<file path="src/rtl/cpu_pkg.sv">
// Shared widths, register-zero ID and forwarding-source encoding for the operand stage.
// Latency: n/a (types and constants only).
// Backpressure: n/a.
package cpu_pkg;

    localparam int DATA_W   = 16;
    localparam int REG_ID_W = 4;
    localparam int CTRL_W   = 8;

    localparam logic [REG_ID_W-1:0] REG_ZERO = '0;

    // Which source supplied a resolved operand; ordered lowest to highest priority.
    typedef enum logic [1:0] {
        FWD_RF  = 2'd0,
        FWD_WB  = 2'd1,
        FWD_MEM = 2'd2,
        FWD_EX  = 2'd3
    } fwd_sel_e;

endpackage

</file>
<file path="src/rtl/operand_fwd_mux.sv">
// Resolves one source operand: register 0, then EX > MEM > WB bypass, else register-file data.
// Latency: combinational.
// Backpressure: none; pure function of its inputs.
//
// Ports:
//   reg_id_i                          source register ID being read
//   ex_*_i / mem_*_i / wb_*_i         writer tuple of each downstream stage
//   rf_dat_i                          register-file read data for reg_id_i
//   val_o                             resolved operand
//   sel_o                             source that won (debug visibility)
module operand_fwd_mux
    import cpu_pkg::*;
#(
    parameter int DATA_W   = cpu_pkg::DATA_W,
    parameter int REG_ID_W = cpu_pkg::REG_ID_W
) (
    input  logic [REG_ID_W-1:0] reg_id_i,
    input  logic                ex_vld_i,
    input  logic                ex_wr_i,
    input  logic [REG_ID_W-1:0] ex_rd_i,
    input  logic [DATA_W-1:0]   ex_dat_i,
    input  logic                mem_vld_i,
    input  logic                mem_wr_i,
    input  logic [REG_ID_W-1:0] mem_rd_i,
    input  logic [DATA_W-1:0]   mem_dat_i,
    input  logic                wb_wr_i,
    input  logic [REG_ID_W-1:0] wb_rd_i,
    input  logic [DATA_W-1:0]   wb_dat_i,
    input  logic [DATA_W-1:0]   rf_dat_i,
    output logic [DATA_W-1:0]   val_o,
    output fwd_sel_e            sel_o
);

    always_comb begin
        val_o = rf_dat_i;
        sel_o = FWD_RF;
        // Register 0 reads as zero even if some stage claims to write it,
        // so a stray write to r0 can never leak through a bypass path.
        if (reg_id_i == REG_ZERO) begin
            val_o = '0;
            sel_o = FWD_RF;
        end else if (ex_vld_i && ex_wr_i && (ex_rd_i == reg_id_i)) begin
            val_o = ex_dat_i;
            sel_o = FWD_EX;
        end else if (mem_vld_i && mem_wr_i && (mem_rd_i == reg_id_i)) begin
            val_o = mem_dat_i;
            sel_o = FWD_MEM;
        end else if (wb_wr_i && (wb_rd_i == reg_id_i)) begin
            // Register file has no internal write-through; this covers the
            // write and read landing in the same cycle.
            val_o = wb_dat_i;
            sel_o = FWD_WB;
        end
    end

endmodule

</file>
<file path="src/rtl/id_ex_operand_stage.sv">
// ID/EX operand stage: resolves rs/rt with forwarding, detects load-use, registers into ID/EX.
// Latency: one cycle from ID inputs to ex_* outputs; stall_id is combinational.
// Backpressure: ex_hold freezes ID/EX and stalls IF/ID; load-use inserts one bubble; flush overrides both.
//
// Ports:
//   clk, rst                 clock, synchronous active-high reset
//   id_*                     decoded instruction in ID
//   rf_data1/2               register-file read data for id_rs/id_rt
//   alu_result               EX result of the instruction currently held in ID/EX
//   mem_*, wb_*              downstream writer information for bypassing
//   flush, ex_hold           squash / freeze requests from later stages
//   stall_id                 hold PC and IF/ID this cycle
//   ex_*                     ID/EX pipeline register contents
//   lu_stall_cnt             saturating count of load-use bubbles
//   dbg_fwd_sel1/2           forwarding source chosen for rs/rt this cycle
module id_ex_operand_stage
    import cpu_pkg::*;
#(
    parameter int DATA_W   = cpu_pkg::DATA_W,
    parameter int REG_ID_W = cpu_pkg::REG_ID_W,
    parameter int CTRL_W   = cpu_pkg::CTRL_W
) (
    input  logic                clk,
    input  logic                rst,
    input  logic                id_valid,
    input  logic [REG_ID_W-1:0] id_rs,
    input  logic [REG_ID_W-1:0] id_rt,
    input  logic [REG_ID_W-1:0] id_rd,
    input  logic                id_uses_rs,
    input  logic                id_uses_rt,
    input  logic                id_reg_write,
    input  logic                id_mem_read,
    input  logic [DATA_W-1:0]   id_imm,
    input  logic [CTRL_W-1:0]   id_ctrl,
    input  logic [DATA_W-1:0]   rf_data1,
    input  logic [DATA_W-1:0]   rf_data2,
    input  logic [DATA_W-1:0]   alu_result,
    input  logic                mem_valid,
    input  logic                mem_reg_write,
    input  logic [REG_ID_W-1:0] mem_rd,
    input  logic [DATA_W-1:0]   mem_data,
    input  logic                wb_reg_write,
    input  logic [REG_ID_W-1:0] wb_rd,
    input  logic [DATA_W-1:0]   wb_data,
    input  logic                flush,
    input  logic                ex_hold,
    output logic                stall_id,
    output logic                ex_valid,
    output logic                ex_reg_write,
    output logic                ex_mem_read,
    output logic [DATA_W-1:0]   ex_op1,
    output logic [DATA_W-1:0]   ex_op2,
    output logic [DATA_W-1:0]   ex_imm,
    output logic [REG_ID_W-1:0] ex_rd,
    output logic [CTRL_W-1:0]   ex_ctrl,
    output logic [15:0]         lu_stall_cnt,
    output fwd_sel_e            dbg_fwd_sel1,
    output fwd_sel_e            dbg_fwd_sel2
);

    logic                ex_valid_q,     ex_valid_d;
    logic                ex_reg_write_q, ex_reg_write_d;
    logic                ex_mem_read_q,  ex_mem_read_d;
    logic [DATA_W-1:0]   ex_op1_q,       ex_op1_d;
    logic [DATA_W-1:0]   ex_op2_q,       ex_op2_d;
    logic [DATA_W-1:0]   ex_imm_q,       ex_imm_d;
    logic [REG_ID_W-1:0] ex_rd_q,        ex_rd_d;
    logic [CTRL_W-1:0]   ex_ctrl_q,      ex_ctrl_d;
    logic [15:0]         lu_stall_cnt_q, lu_stall_cnt_d;

    logic [DATA_W-1:0]   op1_res;
    logic [DATA_W-1:0]   op2_res;
    logic                lu;

    operand_fwd_mux #(
        .DATA_W   (DATA_W),
        .REG_ID_W (REG_ID_W)
    ) u_fwd_rs (
        .reg_id_i  (id_rs),
        .ex_vld_i  (ex_valid_q),
        .ex_wr_i   (ex_reg_write_q),
        .ex_rd_i   (ex_rd_q),
        .ex_dat_i  (alu_result),
        .mem_vld_i (mem_valid),
        .mem_wr_i  (mem_reg_write),
        .mem_rd_i  (mem_rd),
        .mem_dat_i (mem_data),
        .wb_wr_i   (wb_reg_write),
        .wb_rd_i   (wb_rd),
        .wb_dat_i  (wb_data),
        .rf_dat_i  (rf_data1),
        .val_o     (op1_res),
        .sel_o     (dbg_fwd_sel1)
    );

    operand_fwd_mux #(
        .DATA_W   (DATA_W),
        .REG_ID_W (REG_ID_W)
    ) u_fwd_rt (
        .reg_id_i  (id_rt),
        .ex_vld_i  (ex_valid_q),
        .ex_wr_i   (ex_reg_write_q),
        .ex_rd_i   (ex_rd_q),
        .ex_dat_i  (alu_result),
        .mem_vld_i (mem_valid),
        .mem_wr_i  (mem_reg_write),
        .mem_rd_i  (mem_rd),
        .mem_dat_i (mem_data),
        .wb_wr_i   (wb_reg_write),
        .wb_rd_i   (wb_rd),
        .wb_dat_i  (wb_data),
        .rf_dat_i  (rf_data2),
        .val_o     (op2_res),
        .sel_o     (dbg_fwd_sel2)
    );

    // A load in EX only has its data one stage later, so a dependent reader
    // in ID must wait exactly one cycle and then pick it up from MEM.
    // Loads targeting r0 produce nothing to wait for.
    assign lu = id_valid && ex_valid_q && ex_mem_read_q && (ex_rd_q != REG_ZERO) &&
                ((id_uses_rs && (ex_rd_q == id_rs)) || (id_uses_rt && (ex_rd_q == id_rt)));

    // Flush squashes whatever is in ID anyway, so holding IF/ID would be pointless.
    assign stall_id = !rst && !flush && (ex_hold || lu);

    always_comb begin
        ex_valid_d     = ex_valid_q;
        ex_reg_write_d = ex_reg_write_q;
        ex_mem_read_d  = ex_mem_read_q;
        ex_op1_d       = ex_op1_q;
        ex_op2_d       = ex_op2_q;
        ex_imm_d       = ex_imm_q;
        ex_rd_d        = ex_rd_q;
        ex_ctrl_d      = ex_ctrl_q;
        lu_stall_cnt_d = lu_stall_cnt_q;

        if (flush) begin
            ex_valid_d     = 1'b0;
            ex_reg_write_d = 1'b0;
            ex_mem_read_d  = 1'b0;
            ex_op1_d       = '0;
            ex_op2_d       = '0;
            ex_imm_d       = '0;
            ex_rd_d        = '0;
            ex_ctrl_d      = '0;
        end else if (ex_hold) begin
            // Everything keeps its value; any hazard is re-checked once released.
        end else if (lu) begin
            ex_valid_d     = 1'b0;
            ex_reg_write_d = 1'b0;
            ex_mem_read_d  = 1'b0;
            ex_op1_d       = '0;
            ex_op2_d       = '0;
            ex_imm_d       = '0;
            ex_rd_d        = '0;
            ex_ctrl_d      = '0;
            if (lu_stall_cnt_q != 16'hFFFF) begin
                lu_stall_cnt_d = lu_stall_cnt_q + 16'd1;
            end
        end else begin
            ex_valid_d     = id_valid;
            ex_reg_write_d = id_valid && id_reg_write;
            ex_mem_read_d  = id_valid && id_mem_read;
            ex_op1_d       = op1_res;
            ex_op2_d       = op2_res;
            ex_imm_d       = id_imm;
            ex_rd_d        = id_rd;
            ex_ctrl_d      = id_ctrl;
        end
    end

    always_ff @(posedge clk) begin
        if (rst) begin
            ex_valid_q     <= 1'b0;
            ex_reg_write_q <= 1'b0;
            ex_mem_read_q  <= 1'b0;
            ex_op1_q       <= '0;
            ex_op2_q       <= '0;
            ex_imm_q       <= '0;
            ex_rd_q        <= '0;
            ex_ctrl_q      <= '0;
            lu_stall_cnt_q <= '0;
        end else begin
            ex_valid_q     <= ex_valid_d;
            ex_reg_write_q <= ex_reg_write_d;
            ex_mem_read_q  <= ex_mem_read_d;
            ex_op1_q       <= ex_op1_d;
            ex_op2_q       <= ex_op2_d;
            ex_imm_q       <= ex_imm_d;
            ex_rd_q        <= ex_rd_d;
            ex_ctrl_q      <= ex_ctrl_d;
            lu_stall_cnt_q <= lu_stall_cnt_d;
        end
    end

    assign ex_valid     = ex_valid_q;
    assign ex_reg_write = ex_reg_write_q;
    assign ex_mem_read  = ex_mem_read_q;
    assign ex_op1       = ex_op1_q;
    assign ex_op2       = ex_op2_q;
    assign ex_imm       = ex_imm_q;
    assign ex_rd        = ex_rd_q;
    assign ex_ctrl      = ex_ctrl_q;
    assign lu_stall_cnt = lu_stall_cnt_q;

endmodule

</file>
<file path="config.mk">
export PLATFORM = sky130hd
export DESIGN_NAME = id_ex_operand_stage
export DESIGN_NICKNAME = d
export VERILOG_FILES = /design/src/rtl/cpu_pkg.sv /design/src/rtl/operand_fwd_mux.sv /design/src/rtl/id_ex_operand_stage.sv
export SDC_FILE = /design/constraint.sdc
export NUM_CORES = 1
export LEC_CHECK = 0
export ABC_AREA = 0
export BUFFER_PORTS_ARGS = -buffer_cell sky130_fd_sc_hd__buf_2
export CAP_MARGIN = 5
export CELL_PAD_IN_SITES_DETAIL_PLACEMENT = 0
export CELL_PAD_IN_SITES_GLOBAL_PLACEMENT = 2
export CORE_MARGIN = 4
export CORE_UTILIZATION = 26
export DETAILED_ROUTE_END_ITERATION = 10
export GPL_ROUTABILITY_DRIVEN = 0
export PLACE_DENSITY = 0.78
export SYNTH_ARGS = -nofsm -noshare
export SYNTH_HDL_FRONTEND = slang
export SYNTH_SLANG_ARGS = --single-unit
export TNS_END_PERCENT = 1
</file>
<file path="constraint.sdc">
create_clock -name clk -period 2.67 [get_ports clk]
set_input_delay 0 -clock clk [delete_from_list [all_inputs] [get_ports clk]]
set_output_delay 0 -clock clk [all_outputs]
set_load 0.005 [all_outputs]
</file>
* After elaboration in Yosys (flattened, before gate mapping)
Index checks and enable logic that the tools add are counted.
** Storage, ports and cells
- Word-level logic and storage cells :: 70
- Flip-flop bits (word level) :: 79
- Output and inout port bits :: 84
- Input bits :: 136
** Cells by class
- Bitwise logic cells :: 2
- Equality and inequality tests :: 7
- $add $sub $neg :: 1
- Multiplexer cells :: 24
- Reduce and logical (&&, ||, !) cells :: 27
** Operators by type and width (number)
- $mux 16 :: 11
- $eq 4x4->1 :: 6
- $logic_and 1x1->1 :: 18
- $add 16x1->16 const B :: 1
- $ne 16x16->1 const B :: 1
- $mux 2 :: 6
- $logic_not 4->1 :: 2
- $mux 8 :: 1
- $mux 1 :: 5
- $mux 4 :: 1
- $reduce_and 4->1 :: 1
- $reduce_bool 4->1 :: 1
- $logic_not 1->1 :: 2
- $logic_or 1x1->1 :: 2
- $not 1->1 :: 2
- $reduce_or 2->1 :: 1

* Depth between registers and ports, before layout
- Word-level depth :: 7
- Gate-level depth with buffers :: 7
- Mapped depth without buffers :: 5

* By module
From an unflattened synthesis, not the netlist that was laid out.
** Second synthesis, totals
- Cell total of the unflattened synthesis :: 458
- Area total of the unflattened synthesis :: 4536.9 um^2
** Modules (own cells, without submodules)
- id_ex_operand_stage :: area each 2910.3 um^2, sequential area each 1581.5 um^2, times used 1, cells each 260
- operand_fwd_mux :: area each 813.3 um^2, sequential area each 0.0 um^2, times used 2, cells each 99

* Least setup slack after synthesis
Ideal clock, no wire load.
- Path type :: reg2reg
- From :: register ex_rd_q[1] (netlist: ex_rd[1])
- To :: register lu_stall_cnt_q[5] (netlist: lu_stall_cnt[5])
- Setup slack :: 0.671 ns
- Period minus slack after synthesis :: 1.999 ns
- Path buffers :: 1
- Setup time :: 0.123 ns
- Cell stages (with the launch flop) :: 7
- Required time :: 2.547 ns
- Arrival time :: 1.875 ns
- Cells stage by stage :: dfxtp_1 -> xor2_1 -> nor4_4 -> a22oi_2 -> buf_2 -> nor4_1 -> mux2_1
** Between the ends
- Cells in the longest elaborated chain, start to end :: 5
- Elaborated cells on any way between the ends :: 9
- Those cells by class :: eq/ne (2); reduce/logical (7)
** RTL lines
- start: declaration :: RTL line id_ex_operand_stage.sv:67 : logic [REG_ID_W-1:0] ex_rd_q, ex_rd_d;
- start signal: assignment :: RTL line id_ex_operand_stage.sv:190 : ex_rd_q <= ex_rd_d;
- $eq 4x4->1 :: RTL line id_ex_operand_stage.sv:121 : ((id_uses_rs && (ex_rd_q == id_rs)) || (id_uses_rt && (ex_rd_q == id_rt)));
- $logic_and 1x1->1 :: RTL line id_ex_operand_stage.sv:121
- $logic_or 1x1->1 :: RTL line id_ex_operand_stage.sv:121
- $logic_and 1x1->1 * :: RTL line id_ex_operand_stage.sv:120 : assign lu = id_valid && ex_valid_q && ex_mem_read_q && (ex_rd_q != REG_ZERO) &&
- $reduce_and 4->1 (no line) *
- end signal: assignment :: RTL line id_ex_operand_stage.sv:192 : lu_stall_cnt_q <= lu_stall_cnt_d;
- end: declaration :: RTL line id_ex_operand_stage.sv:69 : logic [15:0] lu_stall_cnt_q, lu_stall_cnt_d;
Mark *: on every way between the ends. The rest lies on a longest branch, timed or not.
A chain may end at the register's enable or synchronous reset.

* Worst setup path in the final report
- From :: register ex_rd_q[1] (netlist: ex_rd[1])
- To :: output port dbg_fwd_sel1[0]
** Between the ends
- Cells in the longest elaborated chain, start to end :: 4
** RTL lines
- $eq 4x4->1 :: RTL line operand_fwd_mux.sv:42 : end else if (ex_vld_i && ex_wr_i && (ex_rd_i == reg_id_i)) begin
- $logic_and 1x1->1 :: RTL line operand_fwd_mux.sv:42
- $mux 2 :: RTL line operand_fwd_mux.sv:42
- $mux 2 :: RTL line operand_fwd_mux.sv:39 : if (reg_id_i == REG_ZERO) begin
- end: declaration :: RTL line id_ex_operand_stage.sv:57 : output fwd_sel_e dbg_fwd_sel1,
No other way between the ends.

==> summary.txt <==
Timing
  • Hold Fails Final Rpt: 0
  • RSZ-0062 raised after global routing: no
  • Post-route clock period utilization: 0.9199
  • Final min period: 2.456 ns
  • Worst Clk Skew: 0.003935 ns
  • Worst Max-Slew Pin Slew: 0.9995 ns
  • Endpoints failing setup: 0
  • TNS Setup: 0 ns
  • Final Max Slew Viols: 0
  • Fmax: 0.4071 GHz
  • Relative slew slack: 0.3337

Critical path
  • WP data required: 2.67 ns
  • Critical path class: flip-flop to output port
  • Top delay family on crit path: simple AND/OR/NAND/NOR gates
  • Buf/Inv on CP: 1
  • Startpoint types: flip-flop
  • Critical Path Sink Type: output port
  • CP arrival: 2.46 ns
  • Crit path max-delay cell type: nand3_1
  • CP max stage delay: 0.60 ns
  • CP Cell Sequence: xor2_1 -> nor4_4 -> nand3_1 -> o21ai_0 -> and2_1 -> buf_2
  • Maximum fanout along the worst path: 17

Power
  • Pwr Density: 441.8 nW/um^2
  • PnR Total Power: 3043 uW
  • Leak: 0.002976 uW
  • VDD IR max: 0.2880 mV

Clock network
  • CTS buffer count: 9
  • # H-tree levels: 3
  • CTS Sinks: 79
  • Postcts setup bufs: 0
  • Clock Tree Buf Depth: 2
  • CTS tree: yes
  • Clock transition at path regs: 0.06 ns
  • Root cell of the clock tree: clkbuf_16
  • Worst skew pair latency: 0.33 ns

Yosys
  • Top post-synthesis cells by area: dfxtp_1 32%, a22oi_1 14%, a211oi_1 4.8%
  • Seq/Total Area, Yosys: 0.3172
  • Post-synthesis register bit count: 79
  • FFs w/ async S/R, synth: 0
  • Syn Nets: 722
  • YS warnings: 0
  • Area leader, netlist: dfxtp_1
  • Avg Inst Size Synth: 8.523 sq um
  • Yosys top cell area share: 0.3172
  • Mapped Cells: 585
  • EDFF count, synth: 0
  • Yosys cell types: 51
  • Mapped Area: 4986 sq um
  • Ys flop type: dfxtp_1

Layout
  • Seq. cell area: 1582 sq um
  • Commonest non-fill, non-tap cell in the layout: buf_2
  • Fin nets: 942
  • Share of layout cells above drive strength 1: 0.3346
  • Multi-input gate area: 3047 sq um
  • Layout overhead on the synthesized area: 38.14%
  • Commonest non-fill, non-tap cells in the layout: 219 x buf_2, 93 x a22oi_1, 79 x dfxtp_1, 39 x nor2_1, 33 x dlygate4sd3_1
  • Fill count: 1964

Drt
  • Vias/cell: 5.427
  • Routed Antenna Nets: 0
  • Residual DRC: 0
  • Drt wl/cell: 19.33 um
  • Initial DRC Count: 250
  • WL final: 20.20 mm
  • Vias after detailed routing: 5671
  • Drt pass-1 iters: 4

Placed design
  • DPL Wire Length: 15.22 mm
  • PortBufs: 219

Floorplan
  • Std cell rows: 50
  • Die width: 146.5 um
  • Core ar.: 18770 sq um
  • DIE AREA: 21460 sq um
  • Die height: 146.5 um
  • Initial Util: 0.2657
  • Number of I/O pins: 220

GRT
  • GR Util met2: 0.2788
  • GR Overflow Total: 0
  • Most used routing layer in global routing: met2
  • First-pass GRT wire length: 31.51 mm
  • Met3 Use GR: 0.04407
  • Pin count of the biggest net entering global routing: 65
  • Gr usage total: 0.1803
  • Initial antenna violation count: 1
  • M1 GR Usage: 0.2478
  • Vias in the first global route: 5572

Run
  • Max_cap viols: 0

Status
  • Status: completed

Min path
  • Worst min-delay path class: input pin to flip-flop
[cell families (layout without fill, tap and decap cells)]
kind of cell	Yosys count	after routing	synth area share
XOR/XNOR	19	19	0.03338
multiplexers	3	3	0.006775
flip-flops	79	79	0.3172
buffers and inverters	86	311	0.07428
AND/OR/NAND/NOR	168	168	0.2146
AO/OA/AOI/OAI	229	229	0.3513
other	0	1	0
adder cells (fa/ha/maj)	1	1	0.002509
[cell type report]
cell class	count	area share
Sequential cell	79	0.2296
Timing Repair Buffer	272	0.2305
Tap cell	234	0.04251
Antenna cell	1	0.0003633
Multi-Input combinational cell	420	0.4423
Inverter	23	0.01253
Clock buffer	10	0.03324
Clock inverter	6	0.008901
[worst min-delay path, cell delays in order]
cell	delay [ns]
buf_2	0.11
a22oi_1	0.13
a211oi_1	0.09
[where the power goes]
group | total (uW) | internal [uW] | leakage, uW | switching (uW)
Clock | 1220 | 721 | 0.000142 | 498
Sequential | 1230 | 1210 | 0.000642 | 24.2
Combinational | 591 | 260 | 0.00219 | 330
[layer usage]
layer	vias to the layer above	part of all wire
li1	2735	-
met1	2667	0.46
met2	240	0.45
met3	29	0.070
met4	0	0.024
met5	-	0
[through the flow]
step	instances	hold slack, ns	area (sq um)	setup slack (ns)	utilization
2_1_floorplan	585	0.1441	4986	0.6715	-
3_3_place_gp	994	0.2333	6246	0.4409	0.3328
3_5_place_dp	994	0.2426	6246	0.3616	0.3328
4_1_cts	1043	0.02603	6867	0.1003	0.3659
5_1_grt	1045	0.04875	6888	0.02725	0.3670
6_report	1045	0.04373	6888	0.2138	0.3670
[cell usage after synthesis, types with 4 or more instances]
| library cell | number |
|---|---|
| xor2_1 | 15 |
| o21ai_0 | 4 |
| inv_1 | 22 |
| xnor2_1 | 4 |
| o311ai_1 | 25 |
| dfxtp_1 | 79 |
| buf_6 | 4 |
| and4_1 | 16 |
| a211oi_1 | 32 |
| a22oi_1 | 93 |
| a21boi_0 | 16 |
| buf_2 | 14 |
| nor2_1 | 39 |
| nand2_1 | 9 |
| nand3b_1 | 32 |
| or4_1 | 12 |
| clkbuf_1 | 44 |
| a21oi_1 | 13 |
| a31oi_1 | 16 |
| o31ai_1 | 10 |
| and3_1 | 22 |
| nand3_1 | 9 |
| o311ai_0 | 7 |
[path summary, 6_finish.rpt]
check | from | to | slack [ns] | depth (start not counted)
max | ex_rd[1] | dbg_fwd_sel1[0] | 0.21 | 6
min | alu_result[1] | ex_op2[1] | 0.04 | 3
max reg2reg | ex_rd[0] | ex_reg_write | 0.23 | 7
min reg2reg | ex_imm[14] | ex_imm[14] | 0.50 | 2
[state kept, by name (all words and copies together), names as in the netlist]
signal	count
ex_op2	16
ex_rd	4
ex_reg_write	1
lu_stall_cnt	16
ex_valid	1
ex_op1	16
ex_imm	16
ex_mem_read	1
ex_ctrl	8
[repair_timing]
action,in CTS,in global routing
endpoints found under the hold margin,31,0
endpoints found under the setup margin,0,2
hold buffers,33,0
resized for setup,0,1
Note: power is estimated with default switching activity, not from simulation.
